## config.mk

```make
export PLATFORM = sky130hd
export DESIGN_NAME = uart_rx
export DESIGN_NICKNAME = d
export VERILOG_FILES = /design/src/rtl/uart_rx_pkg.sv /design/src/rtl/sync_2ff.sv /design/src/rtl/uart_rx.sv
export SDC_FILE = /design/constraint.sdc
export NUM_CORES = 1
export LEC_CHECK = 0
export BUFFER_PORTS_ARGS = -buffer_cell sky130_fd_sc_hd__buf_2
export CORE_AREA = 3 3 78 80
export DETAILED_ROUTE_END_ITERATION = 6
export DIE_AREA = 0 0 81 83
export PLACE_DENSITY = 0.45
export SETUP_SLACK_MARGIN = 0.1
export SYNTH_ARGS = -nofsm -noshare
export SYNTH_HDL_FRONTEND = slang
export SYNTH_HIERARCHICAL = 1
export SYNTH_SLANG_ARGS = --single-unit
```

## constraint.sdc

```tcl
create_clock -name clk -period 1.9 [get_ports clk]
set_clock_uncertainty 0.15 [all_clocks]
set_input_delay 0.285 -clock clk [delete_from_list [all_inputs] [get_ports clk]]
set_output_delay 0.285 -clock clk [all_outputs]
set_load 0.02 [all_outputs]
```

## src/rtl/uart_rx_pkg.sv

```systemverilog
// Shared UART definitions: receiver state encoding, data width and idle line level.
package uart_rx_pkg;

  typedef enum logic [2:0] {
    IDLE  = 3'd0,
    START = 3'd1,
    DATA  = 3'd2,
    STOP  = 3'd3,
    BREAK = 3'd4
  } uart_state_t;

  localparam int   UART_DATA_BITS  = 8;
  localparam logic UART_IDLE_LEVEL = 1'b1;

endpackage

```

## src/rtl/sync_2ff.sv

```systemverilog
// Generic two-flop synchroniser for asynchronous inputs, resetting to a chosen level.
module sync_2ff #(
  parameter int               WIDTH     = 1,
  parameter logic [WIDTH-1:0] RESET_VAL = '1
) (
  input  logic             clk,
  input  logic             rst,
  input  logic [WIDTH-1:0] d,
  output logic [WIDTH-1:0] q
);

  logic [WIDTH-1:0] meta;

  always_ff @(posedge clk or posedge rst) begin
    if (rst) begin
      meta <= RESET_VAL;
      q    <= RESET_VAL;
    end else begin
      meta <= d;
      q    <= meta;
    end
  end

endmodule

```

## src/rtl/uart_rx.sv

```systemverilog
// 8N1 UART receiver: mid-bit sampling, valid/ready byte output, framing-error and overrun status.
module uart_rx
  import uart_rx_pkg::*;
#(
  parameter int DIVIDER = 4
) (
  input  logic       clk,
  input  logic       rst,
  input  logic       rx,
  output logic [7:0] data,
  output logic       valid,
  input  logic       ready,
  output logic       frame_err,
  output logic       overrun,
  output logic       busy
);

  localparam int            CW          = $clog2(DIVIDER);
  localparam logic [CW-1:0] HALF_RELOAD = CW'(DIVIDER / 2 - 1);
  localparam logic [CW-1:0] BIT_RELOAD  = CW'(DIVIDER - 1);

  uart_state_t               state;
  logic [CW-1:0]             cnt;
  logic [2:0]                idx;
  logic [UART_DATA_BITS-1:0] shift;
  logic                      rx_s;

  sync_2ff #(
    .WIDTH    (1),
    .RESET_VAL(UART_IDLE_LEVEL)
  ) u_sync (
    .clk(clk),
    .rst(rst),
    .d  (rx),
    .q  (rx_s)
  );

  // A handshake clears VALID/OVERRUN first; a stop-bit delivery later in the block overrides it.
  always_ff @(posedge clk or posedge rst) begin
    if (rst) begin
      state     <= IDLE;
      cnt       <= '0;
      idx       <= '0;
      shift     <= '0;
      data      <= '0;
      valid     <= 1'b0;
      frame_err <= 1'b0;
      overrun   <= 1'b0;
      busy      <= 1'b0;
    end else begin
      frame_err <= 1'b0;
      if (valid && ready) begin
        valid   <= 1'b0;
        overrun <= 1'b0;
      end

      case (state)
        IDLE: begin
          if (!rx_s) begin
            state <= START;
            cnt   <= HALF_RELOAD;
            busy  <= 1'b1;
          end
        end

        START: begin
          if (cnt != '0) begin
            cnt <= cnt - CW'(1);
          end else if (rx_s) begin
            state <= IDLE;
            busy  <= 1'b0;
          end else begin
            state <= DATA;
            cnt   <= BIT_RELOAD;
            idx   <= '0;
          end
        end

        DATA: begin
          if (cnt != '0) begin
            cnt <= cnt - CW'(1);
          end else begin
            shift[idx] <= rx_s;
            cnt        <= BIT_RELOAD;
            idx        <= idx + 3'd1;
            if (idx == 3'd7) state <= STOP;
          end
        end

        // Leaving at mid stop bit lets a back-to-back start edge be caught.
        STOP: begin
          if (cnt != '0) begin
            cnt <= cnt - CW'(1);
          end else if (rx_s) begin
            state <= IDLE;
            busy  <= 1'b0;
            if (!valid || ready) begin
              data  <= shift;
              valid <= 1'b1;
            end else begin
              overrun <= 1'b1;
            end
          end else begin
            frame_err <= 1'b1;
            state     <= BREAK;
          end
        end

        BREAK: begin
          if (rx_s) begin
            state <= IDLE;
            busy  <= 1'b0;
          end
        end

        default: begin
          state <= IDLE;
          busy  <= 1'b0;
        end
      endcase
    end
  end

endmodule

```

* Word level (Yosys, flattened, before mapping) *
Index checks and enable logic that the tools add are counted.

word-level totals
  flip-flop bits (word level) = 30
  bits of input ports = 4

cells by class
  magnitude comparators = 2
  reductions and logical operators = 15
  eq/ne operators = 15
  $add $sub $neg = 2
  multiplexer cells = 39
  bitwise gates (word level) = 2

operators with widths
  kind                                                                   count
  3-bit two-way mux                                                      10
  1-bit two-way mux                                                      17
  2-bit != test, second input constant                                   8
  3-bit case mux with 5 select lines                                     1
  2-bit two-way mux                                                      6
  4-bit AND reduction                                                    3
  8-bit bitwise mux                                                      1
  2-bit case mux with 4 select lines                                     1
  3-bit by 2-bit == test with 1-bit output, second input constant        2
  3-bit == test, second input constant                                   2
  3-bit case mux with 2 select lines                                     1
  6-bit AND reduction                                                    1
  3-bit by 4-bit < comparator with 1-bit output, second input constant   1
  1-bit case mux with 4 select lines                                     1
  2-bit nonzero test                                                     2
  4-bit nonzero test                                                     1
  3-bit by 1-bit adder with 3-bit output, second input constant          1
  1-bit demux with 3-bit select                                          1
  3-bit by 1-bit == test with 1-bit output, second input constant        1
  3-bit by 1-bit >= comparator with 1-bit output, second input constant  1
  3-bit logical NOT                                                      1
  3-bit != test, second input constant                                   1
  3-bit AND reduction                                                    1
  1-bit logical AND                                                      2
  7 further kinds                                                        8

* Longest topological paths before layout *
Gate-level depths: netlist of the first run.

  depth in word-level cells = 6
  mapped depth = 6
  mapped depth without buffers = 6

* Modules after synthesis *
Netlist of the first run, hierarchy kept.

by module, submodules not included
  module    sequential area each (um^2)  instances  cells an instance  area an instance (um^2)
  uart_rx   700.7                        1          111                1,307.5
  sync_2ff  52.6                         1          3                  56.3

* Worst setup path after synthesis of the first run *
Ideal clock, no wire load.

  path type = flip-flop to flip-flop
  from = reg cnt[0]
  to = reg shift[2]
  arrival = 1,674 ps
  cell stages (with the launch flop) = 7
  slack = -52 ps
  library setup time = 128 ps
  buffers on the path = 0
  path through = dfrtp_1 > inv_1 > ha_1 > nand2_1 > or4_4 > nor3b_2 > mux2_1

on the way
  longest elaborated chain between the ends = 3

ends and longest elaborated chain
  item                            line           source
  start: declaration              uart_rx.sv:23  logic [CW-1:0] cnt;
  start signal: assignment        uart_rx.sv:68  cnt <= cnt - CW'(1);
  start signal: assignment        uart_rx.sv:81  cnt <= cnt - CW'(1);
  start signal: assignment        uart_rx.sv:93  cnt <= cnt - CW'(1);
  2-bit nonzero test              uart_rx.sv:80  if (cnt != '0) begin
  1-bit NOT (no line)             n/a
  2-bit AND reduction (no line)   n/a
  end signal: indexed assignment  uart_rx.sv:83  shift[idx] <= rx_s;
  end: declaration                uart_rx.sv:25  logic [UART_DATA_BITS-1:0] shift;

Every way passes these cells.
A chain may end at the register's enable or synchronous reset.

* Worst setup path in the final report of the first run *
  from = reg cnt[1]
  to = reg shift[4]

Same word-level chain as after synthesis.

==> results of run 1 <==
[synth_stat cells]
cell type | count | share of area (%)
nor2_1 | 4 | 1.1
buf_4 | 1 | 0.55
inv_1 | 7 | 1.9
nand3b_1 | 2 | 1.1
dfrtp_1 | 28 | 51
o21ai_0 | 5 | 1.8
o41ai_1 | 1 | 0.64
nor3b_2 | 2 | 1.8
nand3_1 | 1 | 0.37
nor4b_2 | 1 | 1.1
nor2b_1 | 1 | 0.46
nand4b_1 | 1 | 0.64
ha_1 | 4 | 3.7
nand2_1 | 11 | 3.0
nor3_1 | 2 | 0.73
nand4bb_1 | 1 | 0.83
buf_2 | 3 | 1.1
nor4b_1 | 1 | 0.64
nand2_2 | 1 | 0.46
nand2b_1 | 2 | 0.92
a32o_1 | 1 | 0.73
mux2_1 | 1 | 0.83
mux2_2 | 15 | 12
or4_4 | 1 | 0.83
o31ai_1 | 1 | 0.55
maj3_1 | 2 | 1.5
a31oi_1 | 1 | 0.46
a21oi_1 | 6 | 2.2
a22o_1 | 2 | 1.3
clkbuf_1 | 2 | 0.55
a211oi_1 | 1 | 0.55
dfstp_2 | 2 | 3.9
[layer usage]
metal / vias up / global-route usage (%)
met5: - / 0
met4: 0 / 2.765
met3: 6 / 3.905
met2: 16 / 12.62
met1: 473 / 10.55
li1: 465 / -
[logic make-up (layout without fill, tap and decap cells)]
group | count (synthesis) | count (layout)
AO/OA/AOI/OAI | 18 | 18
adder cells (fa/ha/maj) | 6 | 6
buffers and inverters | 13 | 47
flip-flops | 30 | 30
multiplexers | 16 | 16
AND/OR/NAND/NOR | 31 | 31
[cell usage in the layout (no fill, tap or decap), types with 2 or more instances in the layout]
cell type | Yosys | layout
a21oi_1 | 6 | 6
nand3b_1 | 2 | 2
dfrtp_1 | 28 | 28
dfstp_2 | 2 | 2
clkbuf_8 | 0 | 6
ha_1 | 4 | 2
dlygate4sd3_1 | 0 | 2
bufinv_16 | 0 | 2
a22o_1 | 2 | 2
inv_1 | 7 | 5
o21ai_1 | 0 | 2
buf_4 | 1 | 14
maj3_1 | 2 | 2
buf_2 | 3 | 15
nand2_1 | 11 | 10
o21ai_0 | 5 | 2
inv_2 | 0 | 2
mux2_2 | 15 | 9
mux2_4 | 0 | 7
nor2_1 | 4 | 3
nand2b_1 | 2 | 2
[critical path: cells and delay by family, from the launching register on]
| kind | cells | cell delay (ps) |
|---|---|---|
| flops | 1 | 390 |
| simple gates | 3 | 740 |
| fa+ha+maj | 1 | 140 |
| buf+inv | 1 | 80 |
| mux | 1 | 310 |
[how the worst max path moves through the flow]
stage / from / endpoint / slack [ps] / cells past startpoint
6_report: cnt[1] / shift[4] / -40 / 6
4_1_cts: cnt[1] / shift[2] / -50 / 6
3_3_place_gp: cnt[1] / shift[0] / -20 / 6
5_1_grt: cnt[1] / shift[2] / -80 / 6
2_1_floorplan: cnt[1] / shift[0] / -1 / 6
3_5_place_dp: cnt[1] / shift[2] / -80 / 6
[registers in the layout, indices dropped and copies added (netlist names), 2 cells and up]
| signal | count |
|---|---|
| state | 3 |
| idx | 3 |
| cnt | 2 |
| data | 8 |
| shift | 8 |
[power groups by stage]
stage / combinational, mW / sequential [mW] / clock, mW
finish: 0.793 / 0.883 / 0.807
global route: 0.873 / 0.908 / 0.855
CTS: 0.727 / 0.877 / 0.826
detailed placement: 0.701 / 0.885 / 0
global placement: 0.680 / 0.882 / 0
floorplan: 0.446 / 0.903 / 0
[metrics by stage]
| step | hold WS (ps) | util, % | instance area (um2) | worst slack, ps |
|---|---|---|---|---|
| 3_3_place_gp | 166.5 | 29.33 | 1605 | -22.25 |
| 5_1_grt | 27.28 | 34.13 | 1868 | -81.33 |
| 4_1_cts | 27.87 | 32.85 | 1798 | -51.63 |
| 3_5_place_dp | 177.8 | 29.33 | 1605 | -76.49 |
| 6_report | 32.45 | 34.13 | 1868 | -35.50 |
| 2_1_floorplan | 46.50 | - | 1373 | -1.241 |
[layout make-up]
| cell class | instances | area (um2) | area share (%) |
|---|---|---|---|
| clock buffer | 6 | 82.58 | 4.421 |
| clock inverter | 2 | 60.06 | 3.215 |
| inverter | 7 | 26.28 | 1.407 |
| multi-input combinational | 71 | 644.4 | 34.49 |
| sequential | 30 | 753.2 | 40.32 |
| tap | 72 | 90.09 | 4.823 |
| timing repair buffer | 32 | 211.5 | 11.32 |
[what timing repair did]
item	4_1_cts	5_1_grt
buffers inserted	1	1
hold buffers	2	0
endpoints found under the hold margin	31	0
endpoints found under the setup margin	14	19
gates resized for setup	5	17
pin swaps	4	3
==> metrics.txt, run 1 <==
GRT overflow 0; Site Rows 27; gp weighted congestion ~0.73; Hold Crit Depth 2; Max Fclk 516.7 MHz; multiplexer share of the synthesized area about an eighth; Initial Util 24.92%; Slew @ Worst Pin around 440 ps; Setup WS post-layout -35.50 ps; Arr. time, crit path about 2000 ps; Sum Neg Setup Slack -72.22 ps; largest net degree at the start of global routing 29; #FFs+latches synth 30; Layout Cells excl Fill 220; Final nets 155; Met3 Wirelength 128 um; WL met2 1.252 mm; R2R Path Start cnt[1]; met1 WL between 1 and 1.5 mm; drt via density 4.364; Final Cycle Share 101.9%; Reg2Reg Setup Slack -40 ps; slowest CP cell or4_4; H-tree levels 2; Clock Tree Buf Depth 2; number of synthesis warnings 6; critical path fanouts, max 4; startpoint types flip-flop; die area between 0.006 and 0.007 mm2; Synth Area in Adders approximately 5%; fraction of the mapped netlist area in simple logic gates between 10% and 20%; via count 960; Root Buffer Master clkbuf_8; Max Slew Vio Count 0; Synth Instances 114; worst-skew pair later-pin latency a little under 300 ps; R2R Path End shift[4]; Avg Inst Size Synth ~12 um2; first-pass GRT wire length roughly 4.4 mm; initial drt markers 48; Logic pwr share 32.0%; Port Buf Inserts 15; n_diodes 0; Placed Cells around 210; clock slew at reported path FFs 70 ps; RSZ-0062 raised after global routing yes; slowest stage delay, CP 470 ps; max-cap check violation count 0; post-synth cell types 32; fraction of layout cells with a size suffix above 1 47.97%; core footprint ~0.0055 mm2; Die W a little over 80 um; final setup violation count 3; Die H 83 um; # fillers 560; syn_nets about 120; Mapped Area roughly 0.0014 mm2; Total Routing Usage GR under 10%; endpoints failing hold 0; total power 2.483 mW; Post-DRT Antenna Nets 0; static leakage 0.8761 nW; CTS Sinks 30; CP Cell Sequence inv_2 > ha_4 > nand2_2 > or4_4 > nor3b_2 > mux2_4; initial antenna violation count 0; vias in the first global route 969; drt pass-1 iters 2; worst hold path startpoint ready; clock network fraction of total power between 30% and 40%; IO Count 16; Setup crit end kind flip-flop; critical path type flip-flop to flip-flop; hpwl dp 1.832 mm; area grow syn2layout 36.97%; Hold Crit Class input port to flip-flop; Seq/Total Area, Yosys 55.23%; worst r2r path cells 6; Psw around 750 uW; highest routed layer met4; VDD IR-drop max 0.7357 mV; Final min period 1935 ps; main combinational cell family by area after synthesis simple AND/OR/NAND/NOR gates; Routed WL 2.616 mm; Required @ worst endpoint around 1900 ps; Net Sw Frac between 30% and 40%; total CTS buffers 5; TritonCTS clock tree done; Min-Delay Endpoint overrun; Seq pwr share 35.5%; Synth Area in Compound Gates around 8.3%; xor/xnor share of the synthesized area 0%; violated checks setup timing; DRC Markers 0; pwr dens around 1300 mW/mm2; Rel. slew slack a little under three quarters; P_int about 1.7 mW; status finished, violations left; WL per Instance 11.89 um
No activity file was read; power rests on OpenSTA's default activity.
==> run 2, diff against run 1 <==
CORE_AREA = 5 5 80 82   (was 3 3 78 80)
DIE_AREA = 0 0 85 87   (was 0 0 81 83)
==> metrics.txt, run 2 (synthesized netlist as in run 1, its figures left out) <==
status finished, violations left; violated checks setup timing; Max Fclk between 500 and 600 MHz; Setup WS post-layout -14.82 ps; area grow syn2layout 37.80%; vias in the first global route approximately 1k; Placed Cells approximately 210; Die W about 85 um; Final min period ~1900 ps; drt via density ~4.3; commonest non-fill, non-tap cell in the layout dfrtp_1; Storage cell area ~750 um2; Met3 Wirelength between 100 and 150 um; TritonCTS clock tree done; Site Rows 28; Hold Crit Class input port to flip-flop; Layout Cells excl Fill around 220; static leakage 0.8873 nW; gp weighted congestion 0.8294; DRC Markers 0; Final nets ~160; Die H between 80 and 90 um; RSZ-0062 raised after global routing yes; H-tree levels 2; Rel. slew slack between 70% and 80%; max-cap check violation count 0; Required @ worst endpoint 1920 ps; Clock Tree Buf Depth 2; first-pass GRT wire length ~4.8 mm; Routed WL ~2.9 mm; Max Slew Vio Count 0; critical path type flip-flop to flip-flop; Multi-input gate area about 700 um2; startpoint types flip-flop; VDD IR-drop max 0.6112 mV; clock slew at reported path FFs 70 ps; worst-skew pair later-pin latency between 200 and 300 ps; Post-DRT Antenna Nets 0; Largest regs data: 8 flops, shift: 8 flops; WL per Instance roughly 13 um; Root Buffer Master clkbuf_8; pwr dens 1251 mW/mm2; hold slack final roughly 30 ps; CTS Sinks 30; final setup violation count 2; # fillers around 590; highest routed layer met4; initial antenna violation count 0; initial drt markers 26; core footprint about 0.0057 mm2; Arr. time, crit path a little under 2000 ps; GRT overflow 0; n_diodes 0; Slew @ Worst Pin 393.1 ps; met1 WL 1.315 mm; Initial Util about a quarter; WL met2 around 1.4 mm; total CTS buffers 5; Final Cycle Share 100.8%; Port Buf Inserts 15; Setup crit end kind flip-flop; most frequent cells in the layout dfrtp_1 (28), buf_2 (15), buf_4 (13); hpwl dp 1.890 mm; critical path fanouts, max 5; largest net degree at the start of global routing 29; die area roughly 0.0074 mm2; Total Routing Usage GR roughly 8.2%; drt pass-1 iters 3; via count approximately 960; endpoints failing hold 0; fraction of layout cells with a size suffix above 1 50.00%; IO Count 16
==> run 2: worst max-delay path, cell delays in order, from the launching register on <==
cell	delay (ps)
dfrtp_1	390
inv_2	80
ha_4	130
nand2_2	50
or4_4	470
nor3b_4	210
mux2_4	310
==> run 2: final timing paths <==
kind,start,end,slack [ps],cells past startpoint
min in group asynchronous,rst,u_sync/q,430,3
min reg2reg,u_sync/meta,u_sync/q,210,0
max,cnt[1],shift[2],-10,6
max in group asynchronous,rst,data[6],860,4
max reg2reg,cnt[1],shift[2],-10,6
min,ready,overrun,30,2
==> run 2: final cells by class <==
cell class	count	area share, %
sequential	30	40.08
clock buffer	6	4.394
tap	75	4.993
inverter	7	1.398
clock inverter	2	0.6658
timing repair buffer	32	11.45
multi-input combinational	71	37.02
==> run 2: report_power, final <==
part,switching (mW),total (mW),internal [mW],leakage [nW]
sequential,0.113,0.887,0.774,0.395
combinational,0.461,0.926,0.465,0.445
clock,0.247,0.537,0.291,0.0472
total,0.821,2.35,1.53,0.887
==> run 2: per-layer routing <==
layer  GRT usage [%]  vias to the layer above
met5               0                        -
met4           4.173                        0
met3           3.217                        2
met2           12.71                       16
met1           9.802                      472
li1                -                      472
==> run 2: repair_timing <==
item,4_1_cts,5_1_grt
hold buffers,2,0
setup buffers,2,3
pin swaps,5,6
setup endpoints to repair,16,18
hold endpoints to repair,31,0
gates resized for setup,9,22
==> run 2: per-stage QoR <==
stage                     setup slack, ps  setup TNS [ps]  utilization [%]  area (um2)  power [mW]
final                              -14.82          -28.61            33.11        1879       2.351
after CTS                          -38.16          -43.11            31.00        1759       2.195
after global routing               -65.52          -173.3            33.11        1879       2.511
after floorplan                    -1.241          -1.241                -        1373       1.349
after global placement             -49.37          -129.0            27.95        1587       1.541
after detailed placement           -94.92          -262.5            27.95        1587       1.574
